--- src/rtl/seg_scan_mux.sv ---
// Time-multiplexed seven-segment scan driver: per-slot dead-time, 16-level PWM dimming and
// frame-synchronous double-buffered digits. Optional feature macro: SEG_LEADING_ZERO_BLANK_EN.

module seg_scan_mux #(
  parameter int unsigned NUM_DIGITS     = 4,
  parameter int unsigned REFRESH_TICKS  = 2**17,
  parameter int unsigned BLANK_TICKS    = 64,
  parameter bit          ACTIVE_LOW_SEL = 1'b1
) (
  input  logic                    clk,
  input  logic                    reset,
  input  logic [4*NUM_DIGITS-1:0] digits_flat,
  input  logic [NUM_DIGITS-1:0]   dp_in,
  input  logic                    update,
  input  logic [3:0]              brightness,
  output logic [3:0]              output_number,
  output logic                    dp_out,
  output logic [NUM_DIGITS-1:0]   digit_select,
  output logic                    frame_done
);

  localparam int unsigned CNT_W = $clog2(REFRESH_TICKS);
  localparam int unsigned SEL_W = $clog2(NUM_DIGITS);
  localparam logic [CNT_W-1:0] SLOT_LAST  = CNT_W'(REFRESH_TICKS - 1);
  localparam logic [CNT_W-1:0] SLOT_PRE   = CNT_W'(REFRESH_TICKS - 2);
  localparam logic [CNT_W-1:0] BLANK_LAST = CNT_W'(BLANK_TICKS - 1);
  localparam logic [SEL_W-1:0] SEL_LAST   = SEL_W'(NUM_DIGITS - 1);
  localparam logic [NUM_DIGITS-1:0] SEL_IDLE = {NUM_DIGITS{ACTIVE_LOW_SEL}};

  typedef enum logic {ST_BLANK, ST_PWM} state_t;

  state_t                  r_state, w_state_nxt;
  logic [CNT_W-1:0]        r_slot_cnt;
  logic [SEL_W-1:0]        r_sel;
  logic [3:0]              r_pwm_cnt;
  logic [3:0]              r_bright_q;
  logic [4*NUM_DIGITS-1:0] r_shadow_dig, r_active_dig;
  logic [NUM_DIGITS-1:0]   r_shadow_dp, r_active_dp;

  logic                    w_slot_end, w_frame_end, w_lit;
  logic [NUM_DIGITS-1:0]   w_supp, w_onehot, w_sel_vec;
  logic [3:0]              w_cur_dig;

  assign w_slot_end  = (r_slot_cnt == SLOT_LAST);
  assign w_frame_end = w_slot_end && (r_sel == SEL_LAST);
  assign w_cur_dig   = r_active_dig[{r_sel, 2'b00} +: 4];
  assign w_onehot    = NUM_DIGITS'(1) << r_sel;

`ifdef SEG_LEADING_ZERO_BLANK_EN
  logic w_run;

  // Suppression run starts at the leftmost digit and ends at the first nonzero value or set dp.
  always_comb begin
    w_supp = '0;
    w_run  = 1'b1;
    for (int unsigned i = NUM_DIGITS - 1; i >= 1; i--) begin
      if (w_run && (r_active_dig[4*i +: 4] == 4'd0) && !r_active_dp[i])
        w_supp[i] = 1'b1;
      else
        w_run = 1'b0;
    end
  end
`else
  assign w_supp = '0;
`endif

  always_ff @(posedge clk) begin
    if (reset) r_state <= ST_BLANK;
    else       r_state <= w_state_nxt;
  end

  always_comb begin
    w_state_nxt = r_state;
    w_lit       = 1'b0;
    case (r_state)
      ST_BLANK: if (r_slot_cnt == BLANK_LAST) w_state_nxt = ST_PWM;
      ST_PWM: begin
        w_lit = (r_pwm_cnt <= r_bright_q) && !w_supp[r_sel];
        if (w_slot_end) w_state_nxt = ST_BLANK;
      end
      default: w_state_nxt = ST_BLANK;
    endcase
    w_sel_vec = w_lit ? (w_onehot ^ SEL_IDLE) : SEL_IDLE;
  end

  always_ff @(posedge clk) begin
    if (reset) begin
      r_slot_cnt    <= '0;
      r_sel         <= '0;
      r_pwm_cnt     <= '0;
      r_bright_q    <= '0;
      r_shadow_dig  <= '0;
      r_shadow_dp   <= '0;
      r_active_dig  <= '0;
      r_active_dp   <= '0;
      output_number <= '0;
      dp_out        <= 1'b0;
      digit_select  <= SEL_IDLE;
      frame_done    <= 1'b0;
    end else begin
      r_slot_cnt <= w_slot_end ? '0 : r_slot_cnt + 1'b1;
      if (w_slot_end) r_sel <= (r_sel == SEL_LAST) ? '0 : r_sel + 1'b1;
      r_pwm_cnt <= (r_state == ST_BLANK) ? 4'd0 : r_pwm_cnt + 4'd1;
      if (r_slot_cnt == '0) r_bright_q <= brightness;

      if (update) begin
        r_shadow_dig <= digits_flat;
        r_shadow_dp  <= dp_in;
      end
      if (w_frame_end) begin
        r_active_dig <= update ? digits_flat : r_shadow_dig;
        r_active_dp  <= update ? dp_in : r_shadow_dp;
      end

      output_number <= w_cur_dig;
      dp_out        <= r_active_dp[r_sel] && w_lit;
      digit_select  <= w_sel_vec;
      // Decoded one count early so the pulse coincides with the commit cycle.
      frame_done    <= (r_sel == SEL_LAST) && (r_slot_cnt == SLOT_PRE);
    end
  end

endmodule

--- config.mk ---
export PLATFORM = sky130hd
export DESIGN_NAME = seg_scan_mux
export DESIGN_NICKNAME = d
export VERILOG_FILES = /design/src/rtl/seg_scan_mux.sv
export SDC_FILE = /design/constraint.sdc
export NUM_CORES = 1
export LEC_CHECK = 0
export ABC_AREA = 1
export ABC_CLOCK_PERIOD_IN_PS = 1700
export CAP_MARGIN = 20
export CORE_AREA = 2 2 84 86
export DETAILED_ROUTE_END_ITERATION = 10
export DIE_AREA = 0 0 86 88
export HOLD_SLACK_MARGIN = 0.03
export PLACE_DENSITY = 0.81
export SKIP_LAST_GASP = 1
export SYNTH_ARGS = -nofsm -noshare
export SYNTH_HDL_FRONTEND = slang
export SYNTH_SLANG_ARGS = --single-unit
--- constraint.sdc ---
create_clock -name clk -period 1.7 [get_ports clk]
set_clock_uncertainty 0.05 [all_clocks]
set_input_delay 0.34 -clock clk [delete_from_list [all_inputs] [get_ports clk]]
set_output_delay 0.34 -clock clk [all_outputs]
set_load 0.01 [all_outputs]
**Yosys cells after proc, flatten, opt, wreduce, memory -nomap -nowiden**

Index checks and enable logic that the tools add are counted.

- Register bits: 78
- Input port bits: 27
- Output and inout port bits: 10
- Word-level logic and storage cells: 47

- Add/sub/neg operators: 3
- Order comparisons: 2
- Equality and inequality tests: 4
- Shifts and indexed selects: 2
- Multiplexer cells: 11
- Bitwise logic cells: 3
- Reductions and logical operators: 9

Operators by type and width:

| operator | count |
|---|---|
| $eq 17x17->1 const B | 2 |
| $add 17x1->17 const B | 1 |
| $eq 17x6->1 const B | 1 |
| $logic_not 17->1 | 1 |
| $mux 16 | 1 |
| $shiftx 16x5->4 | 1 |
| $reduce_or 2->1 | 3 |
| $mux 1 | 5 |
| $add 4x1->4 const B | 1 |
| $bmux 1 s2 | 2 |
| $le 4x4->1 | 1 |
| $logic_and 1x1->1 | 4 |
| $mux 4 | 1 |
| $not 4->4 | 1 |
| $shl 1x2->4 const A | 1 |
| $lt 2x3->1 const B | 1 |
| $add 2x1->2 const B | 1 |
| $eq 2x2->1 const B | 1 |
| $mux 2 | 1 |
| $not 1->1 | 2 |
| $pmux 1 s2 | 1 |
| $logic_not 1->1 | 1 |

**Depth between registers and ports, before layout**

Gate-level depths: netlist of run 1.

- Word-level depth: 7
- Gate-level depth with buffers: 11
- Mapped depth without buffers: 10

**Worst setup path before layout of run 1**

Ideal clock, no wire load.

- Kind: flip-flop to flip-flop
- Start point: register r_slot_cnt[1]
- End point: register r_active_dig[0]
- Setup time: 0.128 ns
- Arrival: 1.728 ns
- Data required time: 1.522 ns
- Setup slack: -0.206 ns
- Cell stages (with the launch flop): 11
- Path buffers: 1
- Clock period less this slack: 1.906 ns
- Cell sequence: dfxtp_1 > ha_1 > nand2_2 > nor2_4 > nand2_1 > nor2_1 > ha_1 > nand2_1 > inv_2 > clkbuf_1 > a21oi_1

- Cells in the longest elaborated chain, start to end: 2

Ends and longest elaborated chain:

| element | RTL line | source |
|---|---|---|
| start, declared | 33 | `logic [CNT_W-1:0] r_slot_cnt;` |
| start signal, assigned | 101 | `r_slot_cnt <= w_slot_end ? '0 : r_slot_cnt + 1'b1;` |
| $eq 17x17->1 | 44 | `assign w_slot_end = (r_slot_cnt == SLOT_LAST);` |
| $logic_and 1x1->1 | 45 | `assign w_frame_end = w_slot_end && (r_sel == SEL_LAST);` |
| end signal, assigned | 111 | `r_active_dig <= update ? digits_flat : r_shadow_dig;` |
| end, declared | 37 | `logic [4*NUM_DIGITS-1:0] r_shadow_dig, r_active_dig;` |

No other way between the ends.
A chain may end at the register's enable or synchronous reset.

**Worst setup path after layout of run 1**

- Start point: register r_slot_cnt[5]
- End point: register r_active_dig[5]

The elaborated chain is that of the path after synthesis.

==> load_flow_metrics.sql, run 1 <==
INSERT INTO impl_metrics (metric_group, metric, value, unit) VALUES
('setup_path', 'crit_fanout', '5', ''),
('synth', 'yosys.area.top_type_share', '47.7', '%'),
('timing', 'worst_pin_slew', '372', 'ps'),
('cts', 'clockRootBuffer', 'sky130_fd_sc_hd__clkbuf_8', ''),
('detailed_routing', 'routed_wl', '7860', 'um'),
('floorplan', 'die_area', '7570', 'um2'),
('placed_design', 'place_hpwl', '4940', 'um'),
('outcome', 'result_of_the_run', 'finished, violations left', ''),
('synth', 'syn-cell-area', '3270', 'um2'),
('cts', 'clk_transition_reported_paths', '80', 'ps'),
('synth', 'synthTopCellsByArea', 'sky130_fd_sc_hd__dfxtp_1, sky130_fd_sc_hd__nor2_1, sky130_fd_sc_hd__a21oi_1, sky130_fd_sc_hd__mux2i_1, sky130_fd_sc_hd__o21ai_0', ''),
('pwr', 'power.switching', '907', 'uW'),
('hold_path', 'hold_class', 'reg -> reg', ''),
('setup_path', 'data_arrival_critical_path', '1990', 'ps'),
('placed_design', 'numPortBuffers', '36', ''),
('setup_path', 'slowest_stage', 'sky130_fd_sc_hd__dfxtp_1', ''),
('global_routing', 'initial_antenna_violation_count', '0', ''),
('pwr', 'leakage', '1.81', 'nW'),
('setup_path', 'worst-r2r-cell-count', '10', ''),
('setup_path', 'worst_setup_path_end_kind', 'register', ''),
('placed_design', 'gp_congestion', '0.830', ''),
('timing', 'report.final.slew_viol_count', '0', ''),
('timing', 'period_minus_slack', '1760', 'ps'),
('floorplan', 'floorplan.initialDensity', '49.3', '%'),
('placed_design', 'placement.cell_area', '3910', 'um2'),
('floorplan', 'die_w', '86', 'um'),
('synth', 'syn-instance-count', '401', ''),
('cts', 'tritoncts_clock_tree', 'yes', ''),
('cts', 'clock_sinks', '78', ''),
('synth', 'synth_seq_area_share', '47.7', '%'),
('global_routing', 'combined_global_route_utilization_of_all_metal_layers', '21.1', '%'),
('cts', 'cts_buffers', '9', ''),
('timing', 'fmaxAchievable', '569', 'MHz'),
('setup_path', 'worst-path-buf-inv', '2', ''),
('pwr', 'irDropWorstVdd', '0.464', 'mV'),
('detailed_routing', 'vias_per_cell', '5.33', ''),
('timing', 'worst_slack', '-56.4', 'ps'),
('synth', 'synth_seq_cells', '78', ''),
('synth', 'synthesis.nets', '441', ''),
('synth', 'synth_simple_gate_area_share', '21.1', '%'),
('global_routing', 'grt_max_degree', '26', ''),
('floorplan', 'num_io_pins', '37', ''),
('timing', 'min_period_over_period', '103', '%'),
('setup_path', 'rr_endpoint', 'r_active_dig[5]', ''),
('synth', 'synth_compound_gate_area_share', '12.0', '%'),
('pwr', 'seq_power_share', '54.4', '%'),
('synth', 'synth.mux.area_fraction', '6.12', '%'),
('final_layout', 'antenna_cells_inserted', '0', ''),
('flow_run', 'cap_violations', '0', ''),
('detailed_routing', 'route.detailed.drc', '0', ''),
('hold_path', 'holdCritStartpoint', 'r_pwm_cnt[0]', ''),
('pwr', 'power_density', '805', 'nW/um2'),
('timing', 'slew_headroom', '75.2', '%'),
('global_routing', 'global_route.overflow_total', '0', ''),
('detailed_routing', 'num_vias', '2961', ''),
('setup_path', 'cp.required', '1940', 'ps'),
('synth', 'synth.distinct_cells', '25', ''),
('timing', 'setup_violations', '4', ''),
('setup_path', 'worst-r2r-setup-slack', '-60', 'ps'),
('final_layout', 'postLayoutCellArea', '4320', 'um2'),
('setup_path', 'critical-path-top-delay-family', 'simple AND/OR/NAND/NOR gates', ''),
('detailed_routing', 'detail_route.wl_per_cell', '14.1', 'um'),
('pwr', 'p_comb_share', '8.9', '%'),
('synth', 'post_synth_fa_ha_maj_area_fraction', '4.97', '%'),
('outcome', 'violations', 'negative setup slack', ''),
('floorplan', 'core', '6640', 'um2'),
('timing', 'setup_repair_after_global_routing_missed_its_margin', 'true', ''),
('synth', 'post_synth_xor_area_fraction', '1.34', '%'),
('pwr', 'pwr-share-clk', '36.7', '%'),
('synth', 'synth_warnings', '0', ''),
('detailed_routing', 'antenna_violating_nets_post_route', '0', '');
per-layer routing:
layer / wire (um) / GRT usage [%] / up-vias
met5: 0 / 0 / -
met4: 217 / 10.1 / 0
met3: 357 / 4.62 / 20
met2: 4030 / 37.5 / 73
met1: 3260 / 24.2 / 1422
li1: - / - / 1446
synth_stat cells, drive strengths merged:
master	count
mux2i	20
o21ai	36
xor2	3
xnor2	2
dfxtp	78
a21oi	40
nor2	82
nand2	41
buf	10
clkbuf	4
nor3	2
nand3	20
o21bai	1
inv	41
ha	13
o22ai	1
nand4	7
cell usage in the layout, fill, tap and decap left out, types with 5 or more instances in the layout:
master and count:
sky130_fd_sc_hd__nor2_1 71, sky130_fd_sc_hd__dfxtp_1 69, sky130_fd_sc_hd__a21oi_2 6, sky130_fd_sc_hd__clkdlybuf4s50_1 36, sky130_fd_sc_hd__nand2_1 35, sky130_fd_sc_hd__nor2_2 6
sky130_fd_sc_hd__o21ai_1 12, sky130_fd_sc_hd__ha_1 11, sky130_fd_sc_hd__o21ai_2 10, sky130_fd_sc_hd__dfxtp_2 9, sky130_fd_sc_hd__inv_1 36, sky130_fd_sc_hd__nor2_4 5
sky130_fd_sc_hd__mux2i_1 20, sky130_fd_sc_hd__nand4_1 7, sky130_fd_sc_hd__nand3_1 17, sky130_fd_sc_hd__buf_4 29, sky130_fd_sc_hd__clkbuf_8 9, sky130_fd_sc_hd__a21oi_1 34
sky130_fd_sc_hd__o21ai_0 13, sky130_fd_sc_hd__nand2_2 5
worst register-to-register path: stages (launching register included):
cell                        delay (ps)
sky130_fd_sc_hd__dfxtp_1           380
sky130_fd_sc_hd__nand2_2           100
sky130_fd_sc_hd__nor2_2            190
sky130_fd_sc_hd__nand2_2            90
sky130_fd_sc_hd__nor2_2            120
sky130_fd_sc_hd__ha_2              200
sky130_fd_sc_hd__nand2_2            70
sky130_fd_sc_hd__clkinv_4          100
sky130_fd_sc_hd__clkbuf_16         160
sky130_fd_sc_hd__o21ai_2            60
sky130_fd_sc_hd__a21oi_1           160
how the worst max path moves through the flow:
| stage | end | startpoint | depth (start not counted) | slack [ps] |
|---|---|---|---|---|
| final | r_active_dig[5] | r_slot_cnt[5] | 10 | -60 |
| after global routing | r_active_dig[5] | r_slot_cnt[5] | 10 | -140 |
| after CTS | r_active_dig[14] | r_slot_cnt[0] | 11 | -20 |
| after detailed placement | r_active_dig[3] | r_slot_cnt[1] | 11 | -40 |
| after global placement | r_slot_cnt[13] | r_slot_cnt[1] | 11 | 50 |
| after floorplan | r_active_dig[0] | r_slot_cnt[1] | 11 | 10 |
area by class of cell:
class	instances	area, um2
Timing Repair Buffer	73	712
Sequential cell	78	1570
Tap cell	80	100
Fill cell	500	2320
Inverter	41	159
Multi-Input combinational cell	268	1600
Clock buffer	9	124
Clock inverter	7	58.8
per-stage QoR:
step                      util, %  hold WS (ps)  std cells  TNS [ps]
final                        65.1           424        556     -91.2
after global routing         65.1           452        556     -1700
after CTS                    63.8           429        554      -154
after detailed placement     58.9           412        530      -227
after global placement       58.9           395        530         0
after floorplan                 -           380        401         0
power groups by stage:
| stage | clock network [mW] | registers (mW) | logic (mW) |
|---|---|---|---|
| 2_1_floorplan | 0 | 1.94 | 0.164 |
| 3_3_place_gp | 0 | 1.93 | 0.280 |
| 3_5_place_dp | 0 | 1.93 | 0.292 |
| 4_1_cts | 1.30 | 1.89 | 0.296 |
| 5_1_grt | 1.37 | 1.90 | 0.340 |
| 6_report | 1.28 | 1.89 | 0.310 |
state kept, by name (all words and copies together), names as in the netlist, 2 cells and up:
name	cells
r_slot_cnt	17
output_number	4
r_sel	2
r_shadow_dig	16
r_pwm_cnt	4
r_bright_q	4
digit_select	4
r_active_dp	4
r_active_dig	16
r_shadow_dp	4
what timing repair did:
item | 4_1_cts | 5_1_grt
resized for setup | 23 | 41
pin swaps | 5 | 7
endpoints found under the setup margin | 25 | 37
setup buffers | 6 | 3
gates cloned | 2 | 1
cells by family after synthesis:
kind of cell    Yosys count
buf+inv                  55
flops                    78
compound gates           78
mux                      20
xor+xnor                  5
fa+ha+maj                13
simple gates            152
Note: power is estimated with default switching activity, not from simulation.
==> run 2: changes to the inputs <==
--- a/config.mk
+++ b/config.mk
@@ -7,10 +7,11 @@
 export LEC_CHECK = 0
 export ABC_AREA = 1
 export ABC_CLOCK_PERIOD_IN_PS = 1700
-export CAP_MARGIN = 20
 export CORE_AREA = 2 2 84 86
+export CTS_CLUSTER_DIAMETER = 150
 export DETAILED_ROUTE_END_ITERATION = 10
 export DIE_AREA = 0 0 86 88
+export GPL_ROUTABILITY_DRIVEN = 0
 export HOLD_SLACK_MARGIN = 0.03
 export PLACE_DENSITY = 0.81
 export SKIP_LAST_GASP = 1
==> results of run 2 <==
Same layout as run 1: the final DEF is identical, and so are final timing and power.
==> run 3: changes to the inputs <==
--- a/config.mk
+++ b/config.mk
@@ -14,6 +14,7 @@
 export GPL_ROUTABILITY_DRIVEN = 0
 export HOLD_SLACK_MARGIN = 0.03
 export PLACE_DENSITY = 0.81
+export SKIP_CTS_REPAIR_TIMING = 1
 export SKIP_LAST_GASP = 1
 export SYNTH_ARGS = -nofsm -noshare
 export SYNTH_HDL_FRONTEND = slang
==> run 3 against run 2 <==
  * The run still ends with negative setup slack left
  * Sequential share of layout area about the same
  * Global-route usage decreased by 1.8 points
  * Critical path type unchanged
  * Via count decreased by 2.1%
  * Clock-buffer cell count unchanged
  * Worst hold slack got worse by 1.2 ps
  * Fmax decreased by 2.6%
  * Power about the same
  * Critical path depth unchanged
==> load_flow_metrics.sql, run 3 (synthesis gave the netlist of run 1 again) <==
INSERT INTO impl_metrics (metric_group, metric, value, unit) VALUES
('placed_design', 'dpl.cell_count', '530', ''),
('floorplan', 'die_h', '88', 'um'),
('final_layout', 'fin_util', '65.0', '%'),
('final_layout', 'layout.cells.most_common_list', 'sky130_fd_sc_hd__dfxtp_1, sky130_fd_sc_hd__nor2_1, sky130_fd_sc_hd__nand2_1', ''),
('setup_path', 'slowest_stage', 'sky130_fd_sc_hd__dfxtp_2', ''),
('final_layout', 'antenna_cells_inserted', '0', ''),
('timing', 'setup_violations', '17', ''),
('setup_path', 'data_arrival_critical_path', '2040', 'ps'),
('pwr', 'seq_power_share', '54.4', '%'),
('cts', 'cts_buffers', '9', ''),
('final_layout', 'syn2layout_area_growth', '31.8', '%'),
('pwr', 'p_comb_share', '8.9', '%'),
('setup_path', 'worst-path-buf-inv', '2', ''),
('floorplan', 'die_w', '86', 'um'),
('final_layout', 'largest-register', 'r_slot_cnt', ''),
('final_layout', 'largest_register_ffs', '17', ''),
('timing', 'worst_slack', '-102', 'ps'),
('timing', 'worst_pin_slew', '396', 'ps'),
('pwr', 'power.switching', '905', 'uW'),
('cts', 'clock_tree.buffer_depth', '2', ''),
('final_layout', 'nets_finish', '508', ''),
('detailed_routing', 'antenna_violating_nets_post_route', '0', ''),
('floorplan', 'rows', '30', ''),
('setup_path', 'cp.required', '1940', 'ps'),
('setup_path', 'path_class', 'reg -> reg', ''),
('pwr', 'pwr-share-clk', '36.7', '%'),
('setup_path', 'worst_setup_path_end_kind', 'register', ''),
('final_layout', 'multi_input_comb_area', '1600', 'um2'),
('final_layout', 'layout_commonest_cell', 'sky130_fd_sc_hd__dfxtp_1', ''),
('global_routing', 'initial_antenna_violation_count', '0', ''),
('placed_design', 'place_hpwl', '4940', 'um'),
('pwr', 'power.switching_fraction', '26.0', '%'),
('global_routing', 'via_count_of_the_first_global_routing_pass', '2763', ''),
('final_layout', 'final-instance-count-excl-fill', '553', ''),
('final_layout', 'post_route_cells_drive_above_1_share', '21.1', '%'),
('final_layout', 'sequential_cell_area', '1570', 'um2'),
('final_layout', 'postLayoutCellArea', '4320', 'um2'),
('timing', 'slew_headroom', '73.6', '%'),
('global_routing', 'grt_first_pass_wirelength', '11600', 'um'),
('cts', 'clk-insertion-delay-late', '360', 'ps'),
('pwr', 'irDropWorstVdd', '0.424', 'mV'),
('outcome', 'violations', 'negative setup slack', ''),
('timing', 'final-hold-violation-count', '0', ''),
('cts', 'clk_transition_reported_paths', '90', 'ps'),
('final_layout', 'biggestRegsByFlops', 'r_slot_cnt x17, r_active_dig x16, r_shadow_dig x16', ''),
('setup_path', 'critical_path_cell_by_cell', 'nand2_1, nor2_2, nand4_1, nor2_2, ha_2, nand2_2, clkinv_4, clkbuf_16, o21ai_1, a21oi_1', ''),
('floorplan', 'core', '6640', 'um2'),
('pwr', 'fin_total_pwr', '3.48', 'mW'),
('global_routing', 'global_route.overflow_total', '0', ''),
('setup_path', 'crit_fanout', '8', ''),
('detailed_routing', 'drt_first_iter_violations', '140', ''),
('pwr', 'power_density', '806', 'nW/um2'),
('global_routing', 'combined_global_route_utilization_of_all_metal_layers', '19.3', '%'),
('outcome', 'result_of_the_run', 'finished, violations left', ''),
('final_layout', 'fill_cells', '498', ''),
('detailed_routing', 'drt_first_pass_iters', '4', ''),
('setup_path', 'timing.critical_path.from_type', 'register', ''),
('placed_design', 'numPortBuffers', '36', ''),
('floorplan', 'num_io_pins', '37', ''),
('timing', 'finalSetupTns', '-520', 'ps'),
('cts', 'clock_sinks', '78', ''),
('timing', 'setup_repair_after_global_routing_missed_its_margin', 'true', ''),
('cts', 'tritoncts_clock_tree', 'yes', ''),
('timing', 'fmaxAchievable', '555', 'MHz'),
('global_routing', 'grt_max_degree', '35', ''),
('timing', 'period_minus_slack', '1800', 'ps'),
('timing', 'min_period_over_period', '106', '%'),
('pwr', 'internal_power', '2.57', 'mW'),
('timing', 'report.final.slew_viol_count', '0', ''),
('detailed_routing', 'vias_per_cell', '5.24', ''),
('setup_path', 'critical-path-top-delay-family', 'simple AND/OR/NAND/NOR gates', ''),
('hold_path', 'hold_class', 'reg -> reg', ''),
('detailed_routing', 'route.detailed.drc', '0', ''),
('detailed_routing', 'routed_wl', '7610', 'um'),
('setup_path', 'path_common_cell', 'sky130_fd_sc_hd__nor2_2', ''),
('cts', 'clockRootBuffer', 'sky130_fd_sc_hd__clkbuf_8', ''),
('floorplan', 'floorplan.initialDensity', '49.3', '%'),
('setup_path', 'slowest_delay', '350', 'ps'),
('floorplan', 'die_area', '7570', 'um2'),
('placed_design', 'placement.cell_area', '3910', 'um2'),
('detailed_routing', 'num_vias', '2899', ''),
('flow_run', 'cap_violations', '0', ''),
('cts', 'cts_max_level', '3', ''),
('detailed_routing', 'detail_route.wl_per_cell', '13.8', 'um'),
('pwr', 'leakage', '1.80', 'nW');
-- run 3: layer usage --
metal | vias to the layer above | share of wire (%) | global-route usage, %
met2 | 63 | 52 | 34.2
met4 | 0 | 2.1 | 9.38
met3 | 15 | 4.2 | 4.43
li1 | 1442 | - | -
met5 | - | 0 | 0
met1 | 1379 | 42 | 21.9
-- run 3: path summary, 6_finish.rpt --
kind	startpoint	end	slack, ps	depth (start not counted)
max reg2reg	r_slot_cnt[9]	r_active_dig[6]	-100	10
min	r_pwm_cnt[0]	r_pwm_cnt[0]	420	1
max	r_slot_cnt[9]	r_active_dig[6]	-100	10
min reg2reg	r_pwm_cnt[0]	r_pwm_cnt[0]	420	1
-- run 3: layout make-up --
class,count,area share [%]
Clock buffer,9,2.87
Clock inverter,7,1.36
Inverter,41,3.68
Multi-Input combinational cell,268,37.0
Sequential cell,78,36.4
Tap cell,80,2.32
Timing Repair Buffer,70,16.4
-- run 3: power by group through the flow --
stage | registers [mW] | clock network [mW] | logic (mW)
final | 1.89 | 1.28 | 0.311
after CTS | 1.89 | 1.30 | 0.294
after global routing | 1.90 | 1.37 | 0.340
after floorplan | 1.94 | 0 | 0.164
after global placement | 1.93 | 0 | 0.280
after detailed placement | 1.93 | 0 | 0.292
-- run 3: metrics by stage --
step                      hold slack (ps)  worst slack, ps
final                                 423             -102
after detailed placement              412            -36.9
after floorplan                       380             11.9
after global routing                  452             -194
after global placement                395             47.8
after CTS                             429             -121
